--- src/rtl/mem_stage_lsu.sv ---
// Memory stage load/store unit: issues single-outstanding word-aligned data
// memory requests and presents a registered writeback result over valid/ready.
module mem_stage_lsu #(
    parameter int XLEN = 32
) (
    input  logic            clk,
    input  logic            rst,
    input  logic            in_valid_i,
    output logic            in_ready_o,
    input  logic [XLEN-1:0] alu_result_i,
    input  logic [XLEN-1:0] rs2_val_i,
    input  logic [2:0]      mem_op_i,
    input  logic            is_load_i,
    input  logic            is_store_i,
    input  logic [4:0]      rd_i,
    output logic            out_valid_o,
    input  logic            out_ready_i,
    output logic [XLEN-1:0] wb_data_o,
    output logic [4:0]      rd_o,
    output logic            fault_o,
    output logic            dmem_req_o,
    output logic            dmem_we_o,
    output logic [XLEN-1:0] dmem_addr_o,
    output logic [3:0]      dmem_be_o,
    output logic [XLEN-1:0] dmem_wdata_o,
    input  logic            dmem_ack_i,
    input  logic [XLEN-1:0] dmem_rdata_i
);

    localparam logic [0:0] IDLE = 1'b0;
    localparam logic [0:0] REQ  = 1'b1;

    logic [0:0]      state;
    logic [2:0]      p_op;
    logic [4:0]      p_rd;
    logic [1:0]      p_off;
    logic            p_load;

    logic [1:0]      off;
    logic            is_mem;
    logic            op_legal;
    logic            misaligned;
    logic            fault_in;
    logic            accept;
    logic [3:0]      be_in;
    logic [XLEN-1:0] wdata_in;
    logic [XLEN-1:0] shifted;
    logic [XLEN-1:0] load_data;

    assign in_ready_o = (state == IDLE) && (!out_valid_o || out_ready_i);
    assign accept     = in_valid_i && in_ready_o;
    assign off        = alu_result_i[1:0];
    assign is_mem     = is_load_i || is_store_i;

    always_comb begin
        op_legal = 1'b0;
        if (is_store_i)
            op_legal = mem_op_i inside {3'b000, 3'b001, 3'b010};
        else
            op_legal = mem_op_i inside {3'b000, 3'b001, 3'b010, 3'b100, 3'b101};
        misaligned = ((mem_op_i[1:0] == 2'b01) && off[0]) ||
                     ((mem_op_i[1:0] == 2'b10) && (off != 2'b00));
        fault_in   = is_mem && ((is_load_i && is_store_i) || !op_legal || misaligned);
    end

    always_comb begin
        be_in    = 4'b1111;
        wdata_in = rs2_val_i;
        case (mem_op_i[1:0])
            2'b00: begin
                be_in    = 4'b0001 << off;
                wdata_in = {4{rs2_val_i[7:0]}};
            end
            2'b01: begin
                be_in    = 4'b0011 << off;
                wdata_in = {2{rs2_val_i[15:0]}};
            end
            default: begin
                be_in    = 4'b1111;
                wdata_in = rs2_val_i;
            end
        endcase
    end

    always_comb begin
        shifted   = dmem_rdata_i >> {p_off, 3'b000};
        load_data = shifted;
        case (p_op)
            3'b000:  load_data = {{24{shifted[7]}}, shifted[7:0]};
            3'b100:  load_data = {24'd0, shifted[7:0]};
            3'b001:  load_data = {{16{shifted[15]}}, shifted[15:0]};
            3'b101:  load_data = {16'd0, shifted[15:0]};
            default: load_data = shifted;
        endcase
    end

    always_ff @(posedge clk or negedge rst) begin
        if (!rst) begin
            state        <= IDLE;
            out_valid_o  <= 1'b0;
            wb_data_o    <= '0;
            rd_o         <= '0;
            fault_o      <= 1'b0;
            dmem_req_o   <= 1'b0;
            dmem_we_o    <= 1'b0;
            dmem_addr_o  <= '0;
            dmem_be_o    <= '0;
            dmem_wdata_o <= '0;
            p_op         <= '0;
            p_rd         <= '0;
            p_off        <= '0;
            p_load       <= 1'b0;
        end else begin
            // Drain first; a result loaded later on this same edge takes priority.
            if (out_valid_o && out_ready_i) begin
                out_valid_o <= 1'b0;
                wb_data_o   <= '0;
                rd_o        <= '0;
                fault_o     <= 1'b0;
            end
            case (state)
                IDLE: begin
                    if (accept) begin
                        if (!is_mem) begin
                            out_valid_o <= 1'b1;
                            wb_data_o   <= alu_result_i;
                            rd_o        <= rd_i;
                            fault_o     <= 1'b0;
                        end else if (fault_in) begin
                            out_valid_o <= 1'b1;
                            wb_data_o   <= '0;
                            rd_o        <= '0;
                            fault_o     <= 1'b1;
                        end else begin
                            state        <= REQ;
                            dmem_req_o   <= 1'b1;
                            dmem_we_o    <= is_store_i;
                            dmem_addr_o  <= {alu_result_i[XLEN-1:2], 2'b00};
                            dmem_be_o    <= be_in;
                            dmem_wdata_o <= wdata_in;
                            p_op         <= mem_op_i;
                            p_rd         <= rd_i;
                            p_off        <= off;
                            p_load       <= is_load_i;
                        end
                    end
                end
                REQ: begin
                    if (dmem_ack_i) begin
                        state       <= IDLE;
                        dmem_req_o  <= 1'b0;
                        dmem_we_o   <= 1'b0;
                        out_valid_o <= 1'b1;
                        wb_data_o   <= p_load ? load_data : '0;
                        rd_o        <= p_load ? p_rd : 5'd0;
                        fault_o     <= 1'b0;
                    end
                end
                default: state <= IDLE;
            endcase
        end
    end

endmodule

--- config.mk ---
export PLATFORM = sky130hd
export DESIGN_NAME = mem_stage_lsu
export DESIGN_NICKNAME = d
export VERILOG_FILES = /design/src/rtl/mem_stage_lsu.sv
export SDC_FILE = /design/constraint.sdc
export NUM_CORES = 1
export LEC_CHECK = 0
export BUFFER_PORTS_ARGS = -buffer_cell sky130_fd_sc_hd__buf_2
export CAP_MARGIN = 20
export CORE_MARGIN = 5
export CORE_UTILIZATION = 50
export CTS_BUF_LIST = sky130_fd_sc_hd__clkbuf_16
export DETAILED_ROUTE_END_ITERATION = 10
export GPL_TIMING_DRIVEN = 0
export PLACE_DENSITY = 0.81
export SYNTH_ARGS = -nofsm -noshare
export SYNTH_HDL_FRONTEND = slang
export SYNTH_SLANG_ARGS = --single-unit
--- constraint.sdc ---
create_clock -name clk -period 2.65 [get_ports clk]
set_clock_uncertainty 0.15 [all_clocks]
set_input_delay 0.795 -clock clk [delete_from_list [all_inputs] [get_ports clk]]
set_output_delay 0.795 -clock clk [all_outputs]
set_load 0.02 [all_outputs]
==> tab_implementation.tex, run 1 <==
\begin{tabular}{lr}
\hline
Metric & Value \\
\hline
\multicolumn{2}{l}{\textbf{Synthesis}} \\
\quad Synth cell types & 47 \\
\quad Count of mapped cells out of synthesis & 452 \\
\quad Mapped Area & 5920 sq um \\
\quad Cell types with the highest counts after synthesis & sky130\_fd\_sc\_hd\_\_dfrtp\_1, sky130\_fd\_sc\_hd\_\_mux2\_2, sky130\_fd\_sc\_hd\_\_mux2\_4 \\
\quad Yosys reg bits & 119 \\
\quad Mean area per synthesized cell & 13.1 sq um \\
\quad Area contributors post-synth & sky130\_fd\_sc\_hd\_\_dfrtp\_1, sky130\_fd\_sc\_hd\_\_mux2\_4, sky130\_fd\_sc\_hd\_\_mux2\_2, sky130\_fd\_sc\_hd\_\_mux2i\_1, sky130\_fd\_sc\_hd\_\_a221o\_1 \\
\quad Share of flip-flops with an asynchronous set or reset after synthesis & 100\% \\
\quad Area leader, netlist & sky130\_fd\_sc\_hd\_\_dfrtp\_1 \\
\quad Dominant synthesized flop cell & sky130\_fd\_sc\_hd\_\_dfrtp\_1 \\
\quad Sequential fraction of the synthesis area & 50.3\% \\
\quad Cell with the most instances after synthesis & sky130\_fd\_sc\_hd\_\_dfrtp\_1 \\
\quad Share of the synthesized area in the top cell type & 50.3\% \\
\quad Number of flops mapped to enable cells by yosys & 0 \\
\quad Yosys Warn Count & 0 \\
\multicolumn{2}{l}{\textbf{Die}} \\
\quad Area of the placeable core & 11500 sq um \\
\quad Effective utilization at floorplan & 51.4\% \\
\quad Vertical die dimension & 119 um \\
\quad Standard-cell rows & 39 \\
\quad Die width & 119 um \\
\quad Area of the die & 14100 sq um \\
\quad Number of primary I/O pins & 221 \\
\multicolumn{2}{l}{\textbf{Clock tree}} \\
\quad Worst-skew pair later-pin latency & 0.42 ns \\
\quad Inserted Clock Buffers & 17 \\
\quad Number of H-tree levels & 4 \\
\quad Total number of clock tree sinks & 119 \\
\quad Clock tree root buffer cell & sky130\_fd\_sc\_hd\_\_clkbuf\_16 \\
\quad Cts hold-fix bufs & 0 \\
\quad Clock tree from TritonCTS & done \\
\quad Number of buffers on the longest clock path & 2 \\
\quad Clock-pin slew on the worst setup and hold paths & 0.05 ns \\
\multicolumn{2}{l}{\textbf{Power}} \\
\quad Maximum VDD drop & 592 uV \\
\quad Design internal power & 4.88 mW \\
\quad Leakage dissipation & 3.99 nW \\
\quad Power per unit of standard cell area & 954 nW/um\^{}2 \\
\quad Part of the power in registers & 35.4\% \\
\quad Combinational cell fraction of total power & 34.5\% \\
\quad Net Sw Frac & 34.7\% \\
\quad Reported net switching power & 2.60 mW \\
\quad Clock Power Share & 30.1\% \\
\multicolumn{2}{l}{\textbf{Run}} \\
\quad Number of max-cap violations & 0 \\
\multicolumn{2}{l}{\textbf{Layout}} \\
\quad Share of cells above drive strength 1 & 49.4\% \\
\quad Non-filler cells, final & 849 \\
\quad Ant diodes & 0 \\
\quad Area occupied by multi-input gates & 2730 sq um \\
\quad Total number of nets in the final design & 804 \\
\quad P\&R area growth vs syn & 32.5\% \\
\quad Area taken by flip-flops and latches & 2980 sq um \\
\quad \# fillers & 822 \\
\multicolumn{2}{l}{\textbf{Placement}} \\
\quad Half-perimeter wire length of the detailed placement result & 13500 um \\
\quad Total placed cells including tap cells & 814 \\
\quad Port Buffers & 217 \\
\quad Final weighted congestion of routability-driven global placement & 0.935 \\
\multicolumn{2}{l}{\textbf{STA}} \\
\quad Post-Route Hold Slack & 0.192 ns \\
\quad Setup\_tns & 0 ns \\
\quad RSZ-0062 raised after global routing & no \\
\quad Remaining max-slew budget at the tightest pin & 46.7\% \\
\quad Transition time at the pin with the least slew margin & 0.796 ns \\
\quad Fin crit share & 96.6\% \\
\quad Hold violation count in the final report & 0 \\
\quad Final count of negative-setup-slack endpoints & 0 \\
\quad Final period demand of the worst path & 2.56 ns \\
\quad F\_max & 391 MHz \\
\quad Final-report max-slew violation count & 0 \\
\multicolumn{2}{l}{\textbf{Worst setup path}} \\
\quad Worst-path fanout max & 6 \\
\quad Critical path capture point type & primary output \\
\quad RR Startpoint & p\_off[0] \\
\quad Kind of launch point of the worst setup path & primary input \\
\quad Type of the worst setup path & primary input to primary output \\
\quad Flop2flop setup slack & 0.21 ns \\
\quad Number of cell instances on the worst register-to-register path & 7 \\
\quad Required time of the worst setup path & 1.71 ns \\
\quad Arrival time reported for the critical path endpoint & 1.61 ns \\
\quad Crit Reg-Reg Endpoint & wb\_data\_o[14] \\
\multicolumn{2}{l}{\textbf{Global routing}} \\
\quad Total gr overflow & 0 \\
\quad Antenna violations before repair & 0 \\
\quad Via count of the first global-routing pass & 5197 \\
\quad Maximum number of pins on one net before global-route repair & 63 \\
\quad Wire length of the first global-routing pass & 28400 um \\
\quad Overall fraction of global-route tracks in use & 25.9\% \\
\multicolumn{2}{l}{\textbf{Routing}} \\
\quad Average routed wire per standard cell & 21.4 um \\
\quad Total via count in the routed design & 4940 \\
\quad Average vias per placed instance & 5.82 \\
\quad Number of remaining DRC errors & 0 \\
\quad Post-route antenna net violation count & 0 \\
\quad DRT Pass-1 Iters & 5 \\
\quad Wirelength, routed & 18200 um \\
\quad Detailed router's first-iteration violation count & 527 \\
\multicolumn{2}{l}{\textbf{Hold path}} \\
\quad Path category of the worst min-delay check & primary input to asynchronous set/reset pin \\
\multicolumn{2}{l}{\textbf{Status}} \\
\quad Result of the run & finished, final reports clean \\
\hline
\end{tabular}
-- worst max-delay path by stage --
stage	start	end	slack [ns]	depth (start not counted)
floorplan	alu_result_i[1]	dmem_addr_o[15]	0.07	5
global placement	rst	dmem_wdata_o[10]	-0.79	1
detailed placement	alu_result_i[1]	dmem_addr_o[4]	-0.46	6
CTS	state	wb_data_o[27]	0.1	6
global route	out_valid_o	in_ready_o	0.04	4
finish	out_ready_i	in_ready_o	0.09	5
-- layer usage --
| layer | vias up | share of wire [%] | track usage, % | wire (um) |
|---|---|---|---|---|
| met5 | - | 0 | 0 | 0 |
| met4 | 0 | 2.6 | 10.9 | 471 |
| met3 | 38 | 9.8 | 9.03 | 1770 |
| met2 | 290 | 48 | 42.6 | 8680 |
| met1 | 2432 | 40 | 31.1 | 7240 |
| li1 | 2180 | - | - | - |
-- critical path: stages --
cell and delay, ns:
sky130_fd_sc_hd__buf_2 0.12, sky130_fd_sc_hd__nor2b_1 0.12, sky130_fd_sc_hd__clkbuf_1 0.35, sky130_fd_sc_hd__nor2_1 0.06, sky130_fd_sc_hd__buf_2 0.17
-- cells by family (layout without fill, tap and decap cells) --
| kind of cell | after synthesis | after routing | synth area share, % |
|---|---|---|---|
| and+or+nand+nor | 53 | 53 | 5.41 |
| DFF | 119 | 119 | 50.3 |
| AOI/OAI and AO/OA | 116 | 116 | 15.2 |
| buffers and inverters | 43 | 296 | 4.06 |
| muxes | 120 | 120 | 25.0 |
| other | 1 | 2 | 0.0634 |
-- power by group through the flow --
stage	Clock, mW	Sequential [mW]	Combinational, mW
CTS	2.28	2.64	2.57
detailed placement	0	2.66	2.56
finish	2.25	2.65	2.58
global route	2.37	2.72	2.74
global placement	0	2.64	2.50
floorplan	0	3.21	1.05
-- sequential cells by signal (all words and copies together) (netlist names) --
signal / flops
dmem_wdata_o: 32
wb_data_o: 32
dmem_addr_o: 30
p_rd: 5
rd_o: 5
dmem_be_o: 4
p_op: 3
p_off: 2
dmem_req_o: 1
dmem_we_o: 1
fault_o: 1
out_valid_o: 1
p_load: 1
state: 1
-- stage by stage --
| step | setup WS (ns) | utilization [%] | total power [mW] | cell area (sq um) |
|---|---|---|---|---|
| 6_report | 0.0913 | 68.1 | 7.48 | 7840 |
| 5_1_grt | 0.0427 | 68.1 | 7.82 | 7840 |
| 4_1_cts | 0.0987 | 67.9 | 7.49 | 7810 |
| 3_5_place_dp | -0.460 | 62.7 | 5.21 | 7220 |
| 3_3_place_gp | -0.790 | 62.4 | 5.13 | 7190 |
| 2_1_floorplan | 0.0660 | - | 4.27 | 5920 |
-- cell usage in the layout (no fill, tap or decap), types with 7 or more instances in the layout --
| cell type | instances |
|---|---|
| sky130_fd_sc_hd__nor2b_1 | 10 |
| sky130_fd_sc_hd__a21oi_1 | 10 |
| sky130_fd_sc_hd__o21ai_0 | 25 |
| sky130_fd_sc_hd__nand2_1 | 13 |
| sky130_fd_sc_hd__inv_1 | 12 |
| sky130_fd_sc_hd__buf_6 | 10 |
| sky130_fd_sc_hd__clkbuf_16 | 17 |
| sky130_fd_sc_hd__mux2_4 | 40 |
| sky130_fd_sc_hd__mux2i_1 | 27 |
| sky130_fd_sc_hd__mux2_2 | 40 |
| sky130_fd_sc_hd__clkbuf_1 | 17 |
| sky130_fd_sc_hd__nor2_1 | 7 |
| sky130_fd_sc_hd__a22o_1 | 7 |
| sky130_fd_sc_hd__a211oi_1 | 15 |
| sky130_fd_sc_hd__mux2_1 | 12 |
| sky130_fd_sc_hd__and2_1 | 8 |
| sky130_fd_sc_hd__a211o_1 | 16 |
| sky130_fd_sc_hd__buf_2 | 219 |
| sky130_fd_sc_hd__dfrtp_1 | 119 |
| sky130_fd_sc_hd__a221o_1 | 16 |
| sky130_fd_sc_hd__o2bb2ai_1 | 8 |
-- cell type report --
| cell class | count | share of cell area (%) |
|---|---|---|
| sequential | 119 | 38.0 |
| multi-input combinational | 291 | 34.8 |
| timing repair buffer | 221 | 14.6 |
| clock buffer | 17 | 5.43 |
| buffer | 33 | 2.60 |
| tap | 143 | 2.28 |
| clock inverter | 15 | 1.84 |
| inverter | 10 | 0.479 |
-- timing repair --
item                                    in CTS  in global routing
hold endpoints to repair                     0                  0
setup buffers                                2                  1
resized for setup                            1                  3
endpoints found under the setup margin      21                 14
cloned                                       0                  0
pin swaps                                    1                  1
No activity file was read; power rests on OpenSTA's default activity.
==> run 2: changes to the inputs <==
--- a/config.mk
+++ b/config.mk
@@ -8,11 +8,11 @@
 export BUFFER_PORTS_ARGS = -buffer_cell sky130_fd_sc_hd__buf_2
 export CAP_MARGIN = 20
 export CORE_MARGIN = 5
-export CORE_UTILIZATION = 50
+export CORE_UTILIZATION = 40
 export CTS_BUF_LIST = sky130_fd_sc_hd__clkbuf_16
 export DETAILED_ROUTE_END_ITERATION = 10
 export GPL_TIMING_DRIVEN = 0
-export PLACE_DENSITY = 0.81
+export PLACE_DENSITY = 0.67
 export SYNTH_ARGS = -nofsm -noshare
 export SYNTH_HDL_FRONTEND = slang
 export SYNTH_SLANG_ARGS = --single-unit
==> constraint.sdc (replaced) <==
create_clock -name clk -period 3.2 [get_ports clk]
set_clock_uncertainty 0.15 [all_clocks]
set_input_delay 0.96 -clock clk [delete_from_list [all_inputs] [get_ports clk]]
set_output_delay 0.96 -clock clk [all_outputs]
set_load 0.1 [all_outputs]
==> tab_implementation.tex, run 2 (synthesis gave the netlist of run 1 again) <==
\begin{tabular}{lr}
\hline
Metric & Value \\
\hline
\multicolumn{2}{l}{\textbf{Layout}} \\
\quad Largest registers & dmem\_wdata\_o (32), wb\_data\_o (32), dmem\_addr\_o (30) (unchanged) \\
\quad Total number of nets in the final design & 801 (was 804) \\
\quad Final std cell area, no fill & 7840 sq um (about the same) \\
\quad Core occupancy in the finished layout & 54.0\% (was 68.1\%) \\
\quad \# fillers & 1277 (was 822) \\
\quad Most frequent standard cell in the layout excluding fill and tap cells & sky130\_fd\_sc\_hd\_\_buf\_2 (unchanged) \\
\quad Area occupied by multi-input gates & 2710 sq um (was 2730 sq um) \\
\quad P\&R area growth vs syn & 32.5\% (about the same) \\
\quad Share of cells above drive strength 1 & 49.1\% (was 49.4\%) \\
\quad Ant diodes & 0 (unchanged) \\
\quad Most used cells in the layout excluding fill and tap cells & sky130\_fd\_sc\_hd\_\_buf\_2, sky130\_fd\_sc\_hd\_\_dfrtp\_1, sky130\_fd\_sc\_hd\_\_mux2\_4, sky130\_fd\_sc\_hd\_\_mux2\_2, sky130\_fd\_sc\_hd\_\_mux2i\_1 (unchanged) \\
\quad Area taken by flip-flops and latches & 2980 sq um (unchanged) \\
\multicolumn{2}{l}{\textbf{Global routing}} \\
\quad Overall fraction of global-route tracks in use & 21.3\% (was 25.9\%) \\
\quad Total gr overflow & 0 (unchanged) \\
\quad Wire length of the first global-routing pass & 29300 um (was 28400 um) \\
\quad Via count of the first global-routing pass & 5215 (was 5197) \\
\quad Maximum number of pins on one net before global-route repair & 84 (was 63) \\
\quad Antenna violations before repair & 0 (unchanged) \\
\multicolumn{2}{l}{\textbf{Die}} \\
\quad Area of the die & 17300 sq um (was 14100 sq um) \\
\quad Number of primary I/O pins & 221 (unchanged) \\
\quad Die width & 132 um (was 119 um) \\
\quad Vertical die dimension & 132 um (was 119 um) \\
\quad Effective utilization at floorplan & 40.7\% (was 51.4\%) \\
\quad Standard-cell rows & 44 (was 39) \\
\quad Area of the placeable core & 14500 sq um (was 11500 sq um) \\
\multicolumn{2}{l}{\textbf{Worst setup path}} \\
\quad Crit-path max cell delay & 0.87 ns (was 0.35 ns) \\
\quad Critical path capture point type & register (was primary output) \\
\quad Kind of launch point of the worst setup path & primary input (unchanged) \\
\quad Crit path to & rd\_o[1] (was in\_ready\_o) \\
\quad Number of cell instances on the worst register-to-register path & 7 (unchanged) \\
\quad Flop2flop setup slack & 0.33 ns (was 0.21 ns) \\
\quad Arrival time reported for the critical path endpoint & 3.15 ns (was 1.61 ns) \\
\quad Cells along the critical path & buf\_2 > nor2b\_1 > clkbuf\_1 > nor4\_2 > clkbuf\_1 > buf\_2 > a22oi\_1 > o21ai\_0 (was buf\_2 > nor2b\_1 > clkbuf\_1 > nor2\_1 > buf\_2) \\
\quad Standard cell with the maximum stage delay on the critical path & sky130\_fd\_sc\_hd\_\_nor4\_2 (was sky130\_fd\_sc\_hd\_\_clkbuf\_1) \\
\quad Worst Setup SP & out\_ready\_i (unchanged) \\
\quad Type of the worst setup path & primary input to register (was primary input to primary output) \\
\quad Worst-path fanout max & 10 (was 6) \\
\quad RR Startpoint & out\_valid\_o (was p\_off[0]) \\
\quad Required time of the worst setup path & 3.37 ns (was 1.71 ns) \\
\quad Crit Reg-Reg Endpoint & rd\_o[1] (was wb\_data\_o[14]) \\
\multicolumn{2}{l}{\textbf{Routing}} \\
\quad Average routed wire per standard cell & 20.7 um (was 21.4 um) \\
\quad Total via count in the routed design & 4867 (was 4940) \\
\quad Number of remaining DRC errors & 0 (unchanged) \\
\quad Detailed router's first-iteration violation count & 327 (was 527) \\
\quad DRT Pass-1 Iters & 4 (was 5) \\
\quad Wirelength, routed & 18300 um (was 18200 um) \\
\quad Post-route antenna net violation count & 0 (unchanged) \\
\quad Average vias per placed instance & 5.49 (was 5.82) \\
\multicolumn{2}{l}{\textbf{STA}} \\
\quad F\_max & 336 MHz \\
\quad Final count of negative-setup-slack endpoints & 0 (unchanged) \\
\quad Worst path setup slack after routing & 0.227 ns (was 0.0913 ns) \\
\quad Remaining max-slew budget at the tightest pin & 32.1\% (was 46.7\%) \\
\quad Hold violation count in the final report & 0 (unchanged) \\
\quad Transition time at the pin with the least slew margin & 1.01 ns (was 0.796 ns) \\
\quad Setup\_tns & 0 ns (unchanged) \\
\quad Final period demand of the worst path & 2.97 ns \\
\quad Fin crit share & 92.9\% \\
\quad Final-report max-slew violation count & 0 (unchanged) \\
\quad RSZ-0062 raised after global routing & no (unchanged) \\
\multicolumn{2}{l}{\textbf{Placement}} \\
\quad Half-perimeter wire length of the detailed placement result & 14000 um (was 13500 um) \\
\quad Port Buffers & 217 (unchanged) \\
\quad Final weighted congestion of routability-driven global placement & 0.892 (was 0.935) \\
\quad Area after detailed placement & 7270 sq um (was 7220 sq um) \\
\quad Post-Place Setup Slack & -0.174 ns (was -0.460 ns) \\
\multicolumn{2}{l}{\textbf{Power}} \\
\quad Overall power & 8.59 mW (was 7.48 mW) \\
\quad Leakage dissipation & 3.96 nW (was 3.99 nW) \\
\quad Maximum VDD drop & 842 uV (was 592 uV) \\
\quad Power per unit of standard cell area & 1090 nW/um\^{}2 (was 954 nW/um\^{}2) \\
\multicolumn{2}{l}{\textbf{Clock tree}} \\
\quad Number of H-tree levels & 4 (unchanged) \\
\quad Clock tree root buffer cell & sky130\_fd\_sc\_hd\_\_clkbuf\_16 (unchanged) \\
\quad Clock tree from TritonCTS & done (unchanged) \\
\quad Number of buffers on the longest clock path & 2 (unchanged) \\
\quad Post-CTS setup-driven buffer insertion count & 0 (was 2) \\
\quad Cts hold-fix bufs & 0 (unchanged) \\
\quad Count of instances resized after the clock tree is built & 0 (was 1) \\
\quad Inserted Clock Buffers & 17 (unchanged) \\
\quad Total number of clock tree sinks & 119 (unchanged) \\
\quad Worst-skew pair later-pin latency & 0.41 ns (was 0.42 ns) \\
\quad Clock-pin slew on the worst setup and hold paths & 0.05 ns (about the same) \\
\multicolumn{2}{l}{\textbf{Status}} \\
\quad Result of the run & finished, final reports clean (unchanged) \\
\multicolumn{2}{l}{\textbf{Run}} \\
\quad Number of max-cap violations & 0 (unchanged) \\
\multicolumn{2}{l}{\textbf{Hold path}} \\
\quad Path category of the worst min-delay check & primary input to asynchronous set/reset pin (unchanged) \\
\hline
\end{tabular}
## run 2: how the worst min path moves through the flow
stage | endpoint | slack (ns) | cells past startpoint
floorplan | rd_o[4] | 0.33 | 2
global placement | dmem_req_o | 0.31 | 1
detailed placement | dmem_req_o | 0.31 | 1
CTS | dmem_addr_o[19] | 0.30 | 1
global route | dmem_addr_o[19] | 0.31 | 1
finish | dmem_addr_o[19] | 0.30 | 1
## run 2: power breakdown
group	switching [mW]	leakage [nW]	total, mW	internal [mW]
clock	0.656	0.287	1.85	1.20
sequential	0.257	1.48	2.20	1.94
combinational	3.64	2.20	4.54	0.899
total	4.55	3.96	8.59	4.04
## run 2: routing by layer
metal	global-route usage [%]	vias to the layer above	part of all wire (%)
met5	0	-	0
met4	7.09	0	2.4
met3	8.10	28	9.3
met2	34.3	270	47
met1	26.4	2395	41
li1	-	2174	-
## run 2: layout make-up
class                   count  area share, %
plain buffers              33           2.58
repair buffers            218           14.3
inverters                  10          0.479
clock buffers              17           5.42
multi-input cells         291           34.5
well taps                 184           2.94
clock inverters            14           1.82
flip-flops and latches    119           38.0
## run 2: worst max-delay path: cells and delay by family
| kind | cells | cell delay (ns) |
|---|---|---|
| AO/OA/AOI/OAI | 2 | 0.20 |
| AND/OR/NAND/NOR | 2 | 0.91 |
| buffers and inverters | 4 | 1.06 |
## run 2: through the flow
step | instances | hold slack, ns
floorplan | 453 | 0.330
global placement | 854 | 0.306
detailed placement | 855 | 0.312
CTS | 886 | 0.296
global route | 886 | 0.307
finish | 886 | 0.297
